$ cat src/rtl/seg_scroller_pkg.sv
// Shared defaults and constants for the scrolling seven-segment display block.
package seg_scroller_pkg;

  // Default FIFO depth in bytes (power of two).
  localparam int DEPTH_DEF = 8;

  // Default number of clk cycles the display rests on each scroll position.
  localparam int DWELL_DEF = 50_000_000;

  // Digit-enable mask with every digit blanked (1 = blanked).
  localparam logic [3:0] BLANK_MASK = 4'hF;

endpackage

$ cat src/rtl/seg_byte_fifo.sv
// Byte FIFO with occupancy count and synchronous flush.
// Pushes beyond DEPTH and pops from empty are ignored internally as well,
// so level can never leave the range 0..DEPTH.
module seg_byte_fifo
  import seg_scroller_pkg::*;
#(
  parameter int DEPTH = DEPTH_DEF
) (
  input  logic                       clk,
  input  logic                       rst,
  input  logic                       clear,
  input  logic                       push,
  input  logic [7:0]                 push_data,
  input  logic                       pop,
  output logic [7:0]                 head,
  output logic [$clog2(DEPTH):0]     level
);

  localparam int AW = $clog2(DEPTH);
  localparam int LW = AW + 1;

  logic [7:0]    r_mem [DEPTH];
  logic [AW-1:0] r_wr_ptr;
  logic [AW-1:0] r_rd_ptr;
  logic [LW-1:0] r_level;

  logic w_full;
  logic w_empty;
  logic w_do_push;
  logic w_do_pop;

  assign w_full    = (r_level == LW'(DEPTH));
  assign w_empty   = (r_level == '0);
  assign w_do_push = push && !w_full;
  assign w_do_pop  = pop && !w_empty;

  assign head  = r_mem[r_rd_ptr];
  assign level = r_level;

  // Storage write; contents need no reset since pointers define validity.
  always_ff @(posedge clk) begin
    if (w_do_push) begin
      r_mem[r_wr_ptr] <= push_data;
    end
  end

  // Pointers and occupancy; pointers wrap naturally because DEPTH is a power of two.
  always_ff @(posedge clk) begin
    if (rst || clear) begin
      r_wr_ptr <= '0;
      r_rd_ptr <= '0;
      r_level  <= '0;
    end else begin
      if (w_do_push) begin
        r_wr_ptr <= r_wr_ptr + 1'b1;
      end
      if (w_do_pop) begin
        r_rd_ptr <= r_rd_ptr + 1'b1;
      end
      case ({w_do_push, w_do_pop})
        2'b10:   r_level <= r_level + 1'b1;
        2'b01:   r_level <= r_level - 1'b1;
        default: r_level <= r_level;
      endcase
    end
  end

endmodule

$ cat src/rtl/seg_scroller.sv
// Scrolls buffered bytes across a four-digit hex display, one byte per dwell period.
// Handshake: a byte transfers on a rising edge where in_valid and in_ready are
// both 1; in_ready depends only on current level, clear and rst (never on
// a pop in the same cycle), so a full FIFO refuses data even on a step cycle.
module seg_scroller
  import seg_scroller_pkg::*;
#(
  parameter int DEPTH = DEPTH_DEF,
  parameter int DWELL = DWELL_DEF
) (
  input  logic                   clk,
  input  logic                   rst,
  input  logic                   clear,
  input  logic                   hold,
  input  logic [7:0]             in_data,
  input  logic                   in_valid,
  output logic                   in_ready,
  output logic [15:0]            num,
  output logic [3:0]             aen,
  output logic [$clog2(DEPTH):0] level
);

  localparam int LW = $clog2(DEPTH) + 1;
  localparam int CW = $clog2(DWELL);
  localparam logic [CW-1:0] LAST = CW'(DWELL - 1);

  logic [CW-1:0] r_cnt;
  logic [15:0]   r_num;
  logic [3:0]    r_aen;

  logic [7:0]    w_head;
  logic [LW-1:0] w_level;
  logic          w_step;
  logic          w_push;
  logic          w_pop;

  // Step fires on the last dwell cycle only while scrolling is not frozen.
  assign w_step   = !hold && (r_cnt == LAST);
  assign in_ready = !rst && !clear && (w_level < LW'(DEPTH));
  assign w_push   = in_valid && in_ready;
  // Pop uses the registered level, so a byte pushed on a step cycle waits a full step.
  assign w_pop    = w_step && (w_level != '0) && !clear && !rst;

  seg_byte_fifo #(
    .DEPTH (DEPTH)
  ) u_fifo (
    .clk       (clk),
    .rst       (rst),
    .clear     (clear),
    .push      (w_push),
    .push_data (in_data),
    .pop       (w_pop),
    .head      (w_head),
    .level     (w_level)
  );

  // Dwell counter: wraps at DWELL-1, frozen while hold is high.
  always_ff @(posedge clk) begin
    if (rst || clear) begin
      r_cnt <= '0;
    end else if (!hold) begin
      r_cnt <= (r_cnt == LAST) ? '0 : r_cnt + 1'b1;
    end
  end

  // Display shift register: each popped byte enters on the right, two digits unblank.
  always_ff @(posedge clk) begin
    if (rst || clear) begin
      r_num <= 16'h0000;
      r_aen <= BLANK_MASK;
    end else if (w_pop) begin
      r_num <= {r_num[7:0], w_head};
      r_aen <= {r_aen[1:0], 2'b00};
    end
  end

  assign num   = r_num;
  assign aen   = r_aen;
  assign level = w_level;

endmodule

$ cat config.mk
export PLATFORM = sky130hd
export DESIGN_NAME = seg_scroller
export DESIGN_NICKNAME = d
export VERILOG_FILES = /design/src/rtl/seg_scroller_pkg.sv /design/src/rtl/seg_byte_fifo.sv /design/src/rtl/seg_scroller.sv
export SDC_FILE = /design/constraint.sdc
export NUM_CORES = 1
export LEC_CHECK = 0
export CAP_MARGIN = 20
export CORE_MARGIN = 8
export CORE_UTILIZATION = 52
export DETAILED_ROUTE_END_ITERATION = 8
export GPL_TIMING_DRIVEN = 0
export PLACE_DENSITY = 0.79
export RECOVER_POWER = 100
export SLEW_MARGIN = 30
export SYNTH_ARGS = -nofsm -noshare
export SYNTH_HDL_FRONTEND = slang
export SYNTH_SLANG_ARGS = --single-unit
$ cat constraint.sdc
create_clock -name clk -period 2.9 [get_ports clk]
set_input_delay 0.58 -clock clk [delete_from_list [all_inputs] [get_ports clk]]
set_output_delay 0.58 -clock clk [all_outputs]
set_load 0.01 [all_outputs]
# Word-level counts from Yosys, hierarchy flattened
# Memories as Yosys holds them, arrays and structs flattened. A register that Yosys moved wholly into a read port is not among the register bits.
# Cells that the tools add are included.
[word_totals] reg_bits=56 latch_bits=0 mem_bits_rw=64 romBits=0 input_bits=13 out_inout_bits=25 wordCells=39 n_memories=1
[classes] addsub=5 n_mul=0 n_div=0 n_lt_le_gt_ge=1 n_eq_ne=4 shift=0 n_mux=4 n_bitwise=0 n_reduce_logical=18
[memory_table] name="u_fifo.r_mem" depth=8 width=8 rd=1 rd_clocked_by_memory_dff=1 wr=1 line_no="seg_byte_fifo.sv:22" text="logic [7:0] r_mem [DEPTH];"
[ops] operator="adder 26 x 1 -> 26 bit (second input constant)" count=1
[ops] operator="== test 26 bit (second input constant)" count=1
[ops] operator="2-to-1 mux 26 bit" count=1
[ops] operator="logical AND 1 bit" count=9
[ops] operator="case mux 4 bit (2 select lines)" count=1
[ops] operator="adder 3 x 1 -> 3 bit (second input constant)" count=2
[ops] operator="logical NOT 1 bit" count=5
[ops] operator="adder 4 x 1 -> 4 bit (second input constant)" count=1
[ops] operator="== test 4 bit (second input constant)" count=1
[ops] operator="logical NOT 4 bit" count=1
[ops] operator="< comparator 4 bit (second input constant)" count=1
[ops] operator="nonzero test 4 bit" count=1
[ops] operator="subtractor 4 x 1 -> 4 bit (second input constant)" count=1
[ops] operator="== test 2 x 1 -> 1 bit (second input constant)" count=1
[ops] operator="== test 2 bit (second input constant)" count=1
[ops] operator="2-to-1 mux 1 bit" count=2
[ops] operator="nonzero test 2 bit" count=1
[ops] operator="logical OR 1 bit" count=1

# Longest topological paths before layout
[logic_depth] depth_word=8 ltp_mapped=11

# Modules after synthesis
# A second synthesis with hierarchy kept.
[unflattened] cells_unflattened=404 area_unflattened_um2=5185.0
[modules_own_cells] module="seg_byte_fifo" n_inst=1 cells_each=166 area_each_um2=3139.3 seq_area_each_um2=2182.1
[modules_own_cells] module="seg_scroller" n_inst=1 cells_each=238 area_each_um2=2045.7 seq_area_each_um2=880.8

# Worst setup path after synthesis
# No wires, ideal clock.
[synth_timing] path_type="input port to flip-flop" startpoint="input port clear" endpoint="register u_fifo.r_level[3] (netlist: u_fifo.level[3])" arrival_ns=2.703 slack_ns=0.127 path_stages=11 path_buffers=1 cell_sequence="or2_1 -> clkbuf_1 -> nor4_1 -> and2b_2 -> ha_1 -> ha_1 -> a21o_1 -> a21oi_1 -> xnor2_1 -> or3_1 -> a21oi_1"
[synth_via] word_cells_on_any_way=13 cone_classes="2 x eq/ne; 1 x mux; 10 x reduce/logical"
[synth_rtl] element="start, declared" line_no="seg_scroller.sv:13" text="input logic clear,"
[synth_rtl] element="logical NOT 1 bit (*)" line_no="seg_scroller.sv:42" text="assign w_pop = w_step && (w_level != '0) && !clear && !rst;"
[synth_rtl] element="logical AND 1 bit (*) (2 in series)" line_no="seg_scroller.sv:42"
[synth_rtl] element="logical AND 1 bit (*)" line_no="seg_byte_fifo.sv:35" text="assign w_do_pop = pop && !w_empty;"
[synth_rtl] element="named net u_fifo.w_do_pop" line_no="seg_byte_fifo.sv:30" text="logic w_do_pop;"
[synth_rtl] element="== test 2 x 1 -> 1 bit or == test 2 bit (tied branches)" line_no="seg_byte_fifo.sv:60" text="case ({w_do_push, w_do_pop})"
[synth_rtl] element="case mux 4 bit (2 select lines) or nonzero test 2 bit (tied branches)"
[synth_rtl] element="end signal, assigned" line_no="seg_byte_fifo.sv:61" text="2'b10: r_level <= r_level + 1'b1;"
[synth_rtl] element="end signal, assigned" line_no="seg_byte_fifo.sv:62" text="2'b01: r_level <= r_level - 1'b1;"
[synth_rtl] element="end signal, assigned" line_no="seg_byte_fifo.sv:63" text="default: r_level <= r_level;"
[synth_rtl] element="end, declared" line_no="seg_byte_fifo.sv:25" text="logic [LW-1:0] r_level;"
# Mark *: on every way through the listed nets, which the timed path passes. The rest lies on a longest branch.
# A chain may end at the register's enable or synchronous reset.

# Worst setup path after layout
[layout_timing] startpoint="input port clear" endpoint="output port in_ready"
[layout_via] elab_chain_cells=3
[layout_lines] element="logical NOT 1 bit" line_no="seg_scroller.sv:39" text="assign in_ready = !rst && !clear && (w_level < LW'(DEPTH));"
[layout_lines] element="logical AND 1 bit (2 in series)" line_no="seg_scroller.sv:39"
[layout_lines] element="end, declared" line_no="seg_scroller.sv:17" text="output logic in_ready,"
# No other way between the ends.

==> out/results.ini <==
[status]
outcome=finished, final reports clean

[global_route]
overflow=0
met1_usage_pct=21.47
grt_max_degree=17
track_usage_pct=17.00
grt_pass1_wl_um=17170
gr-usage-met3_pct=4.913
grt_antenna_before_repair=0
grt_pass1_vias=3489
use_met2_pct=26.59
top_usage_layer=met2

[worst_setup_path]
crit_slowest_cell=clkdlybuf4s50_1
rrSetupSlack_ns=0.14
reg2reg_to=u_fifo.level[3]
worstPathCellList=clkdlybuf4s50_1, or2_4, clkbuf_4, clkbuf_4, nor2_1, dlygate4sd2_1
crit_start=clear
r2r_cells=11
r2r-start=r_cnt[9]
worst_ep_arrival_time_ns=2.19
critPathLaunchType=input pin
worst_path_most_repeated_cell=clkbuf_4
cp_data_required_time_ns=2.32
cpPeakStageDelay_ns=0.48
crit_end=in_ready
worstPathMaxFanout=10
path_class=in2out
endpoint_kind=primary output

[layout]
drive_above_1_share_pct=16.73
fillCellCount=671
area_growth_pct=23.79
fin_nets=509
seq_area_sq_um=3005
stdcell_area_sq_um=6153
multiInputGateArea_sq_um=1848
diodes=0

[synthesis]
synth.area.top_cells=edfxtp_1 39%, dfxtp_1 22%, nor2_1 3.7%
ys_ff_latch=118
synth.cell_area_sq_um=4971
synth_edf_count=64
yosys_most_used_dff=edfxtp_1
synth_top_cell_by_area=edfxtp_1
postSynthCellCount=427
yosys_warnings=0
syn_nets=447
syn_avg_cell_area_sq_um=11.64
yosys.area.top_type_share_pct=38.66
synth_seq_area_share_pct=60.41
async_flop_share_pct=0
ys_types=47

[cts]
clock-sinks=118
clk_path_buf_depth=2
clk_pin_slew_ns=0.06
cts-buffers-inserted=17
cts_hold_buf=0
clk_latency_ns=0.53
clock-root-buffer=clkbuf_8
htree_num_levels=4
cts_tree=built

[sta]
clock.fmax_mhz=361.3
maxSlewHeadroom_pct=24.03
grt_setup_unrepaired=false
finalHoldViolations=0
worstMarginPinSlew_ns=1.128
min_period_ns=2.768
setup_viol=0
fin_skew_ns=0.01275
final_max_slew_viol_count=0
fin_crit_sh_pct=95.43

[pwr]
power_mw=3.808
leakagePower_nw=2.130
vdd_ir_drop_max_mv=0.4118
p_per_area_nw_per_um2=618.8

[floorplanning]
dieWidth_um=113.8
die_area_sq_um=12940
rows=35
pin_count=38
fp.coreArea_sq_um=9240
start_util_pct=53.80
die_h_um=113.8

[place]
globalplace.congestion=0.8291
postPlaceCellArea_sq_um=5513
port_buffers=37
dp_hpwl_um=7082

[detailed_routing]
drtPass1Iterations=4
vias=3544
via_per_inst=5.616
postRouteAntennaNets=0
wire_per_inst_um=17.05
drt-total-wl_um=10760
drt-initial-drc-count=288
drc=0

[run]
drv_cap=0

[hold_path]
hp-class=reg2reg

worst min-delay path by stage:
stage | slack [ns] | startpoint | endpoint | depth (start not counted)
after CTS | 0.47 | num[14] | num[14] | 2
after floorplan | 0.46 | r_cnt[14] | r_cnt[14] | 1
final | 0.47 | num[12] | num[12] | 2
after detailed placement | 0.46 | num[14] | num[14] | 2
after global placement | 0.45 | num[12] | num[12] | 2
after global routing | 0.49 | num[13] | num[13] | 2
logic make-up (layout without fill, tap and decap cells):
| family | after synthesis | after routing | share of synthesized area (%) |
|---|---|---|---|
| AO/OA/AOI/OAI | 55 | 55 | 7.148 |
| XOR/XNOR | 28 | 28 | 4.933 |
| adder cells (fa/ha/maj) | 7 | 7 | 1.913 |
| buffers and inverters | 35 | 110 | 3.373 |
| flip-flops | 118 | 118 | 60.41 |
| multiplexers | 19 | 19 | 4.229 |
| AND/OR/NAND/NOR | 165 | 165 | 18.00 |
placed cells by master, fill, tap and decap left out, types with 7 or more instances in the layout:
cell type        netlist  layout
o21ai_1               11       8
clkdlybuf4s50_1        0       7
o21ai_0               10      14
nor2b_1               18      18
nand3_1               29      29
inv_1                 13      13
clkbuf_1              10      10
or4_1                  8       8
clkbuf_16              0      16
edfxtp_1              64      64
xnor2_1               16      16
nor2_1                49      49
a211oi_1               8       8
xor2_1                12      12
dfxtp_1               54      52
mux2_2                16      16
nand2_1               11      11
dlygate4sd3_1          0      29
a2111oi_0              8       8
o22ai_1                8       8
registers in the layout, summed over array words and instances (netlist names):
name             cells
aen                  2
num                 16
r_cnt               26
u_fifo.level         4
u_fifo.r_mem        64
u_fifo.r_rd_ptr      3
u_fifo.r_wr_ptr      3
critical path, delay by kind of cell:
kind / cells / cell delay, ns
buffers and inverters: 4 / 1.17
AND/OR/NAND/NOR: 2 / 0.43
stage by stage:
stage / instances / setup TNS, ns / util (%) / worst slack, ns / hold WS (ns)
4_1_cts: 625 / 0 / 66.09 / 0.01972 / 0.4686
3_3_place_gp: 593 / -7.013 / 59.55 / -0.7913 / 0.4513
6_report: 631 / 0 / 66.59 / 0.1324 / 0.4684
3_5_place_dp: 593 / -4.278 / 59.66 / -0.8557 / 0.4601
5_1_grt: 631 / 0 / 66.59 / 0.006711 / 0.4912
2_1_floorplan: 427 / 0 / - / 0.1269 / 0.4649
synth_stat cells, drive strengths merged (2+ instances only):
library cell,number
a2111oi,8
a211oi,8
a21oi,5
a31oi,2
and3,8
buf,12
clkbuf,10
dfxtp,54
edfxtp,64
ha,6
inv,13
mux2,16
mux2i,3
nand2,11
nand2b,4
nand3,29
nand4,6
nand4b,3
nor2,49
nor2b,18
nor3,7
nor4,8
o21ai,22
o22ai,8
or2,5
or3,3
or4,8
xnor2,16
xor2,12
per-layer routing:
layer	share of wire [%]	up-vias
met5	0	-
met4	1.6	0
met3	6.6	23
met2	47	131
met1	44	1693
li1	-	1697
power breakdown:
part / switching, mW / internal [mW]
Sequential: 0.00357 / 1.77
Clock: 0.861 / 1.10
Combinational: 0.0466 / 0.0305
Total: 0.911 / 2.90
area by class of cell:
type,instances,share of cell area (%)
clock buffers,17,6.730
repair buffers,44,6.791
clock inverters,15,2.338
inverters,13,0.7930
plain buffers,21,1.850
well taps,129,2.623
multi-input cells,274,30.03
flip-flops and latches,118,48.84
repair_timing:
| action | 4_1_cts | 5_1_grt |
|---|---|---|
| pin swaps | 1 | 4 |
| gates resized for setup | 12 | 3 |
| endpoints found under the hold margin | 0 | 0 |
| endpoints found under the setup margin | 4 | 1 |
| setup buffers | 1 | 6 |
No activity file was read; power rests on OpenSTA's default activity.
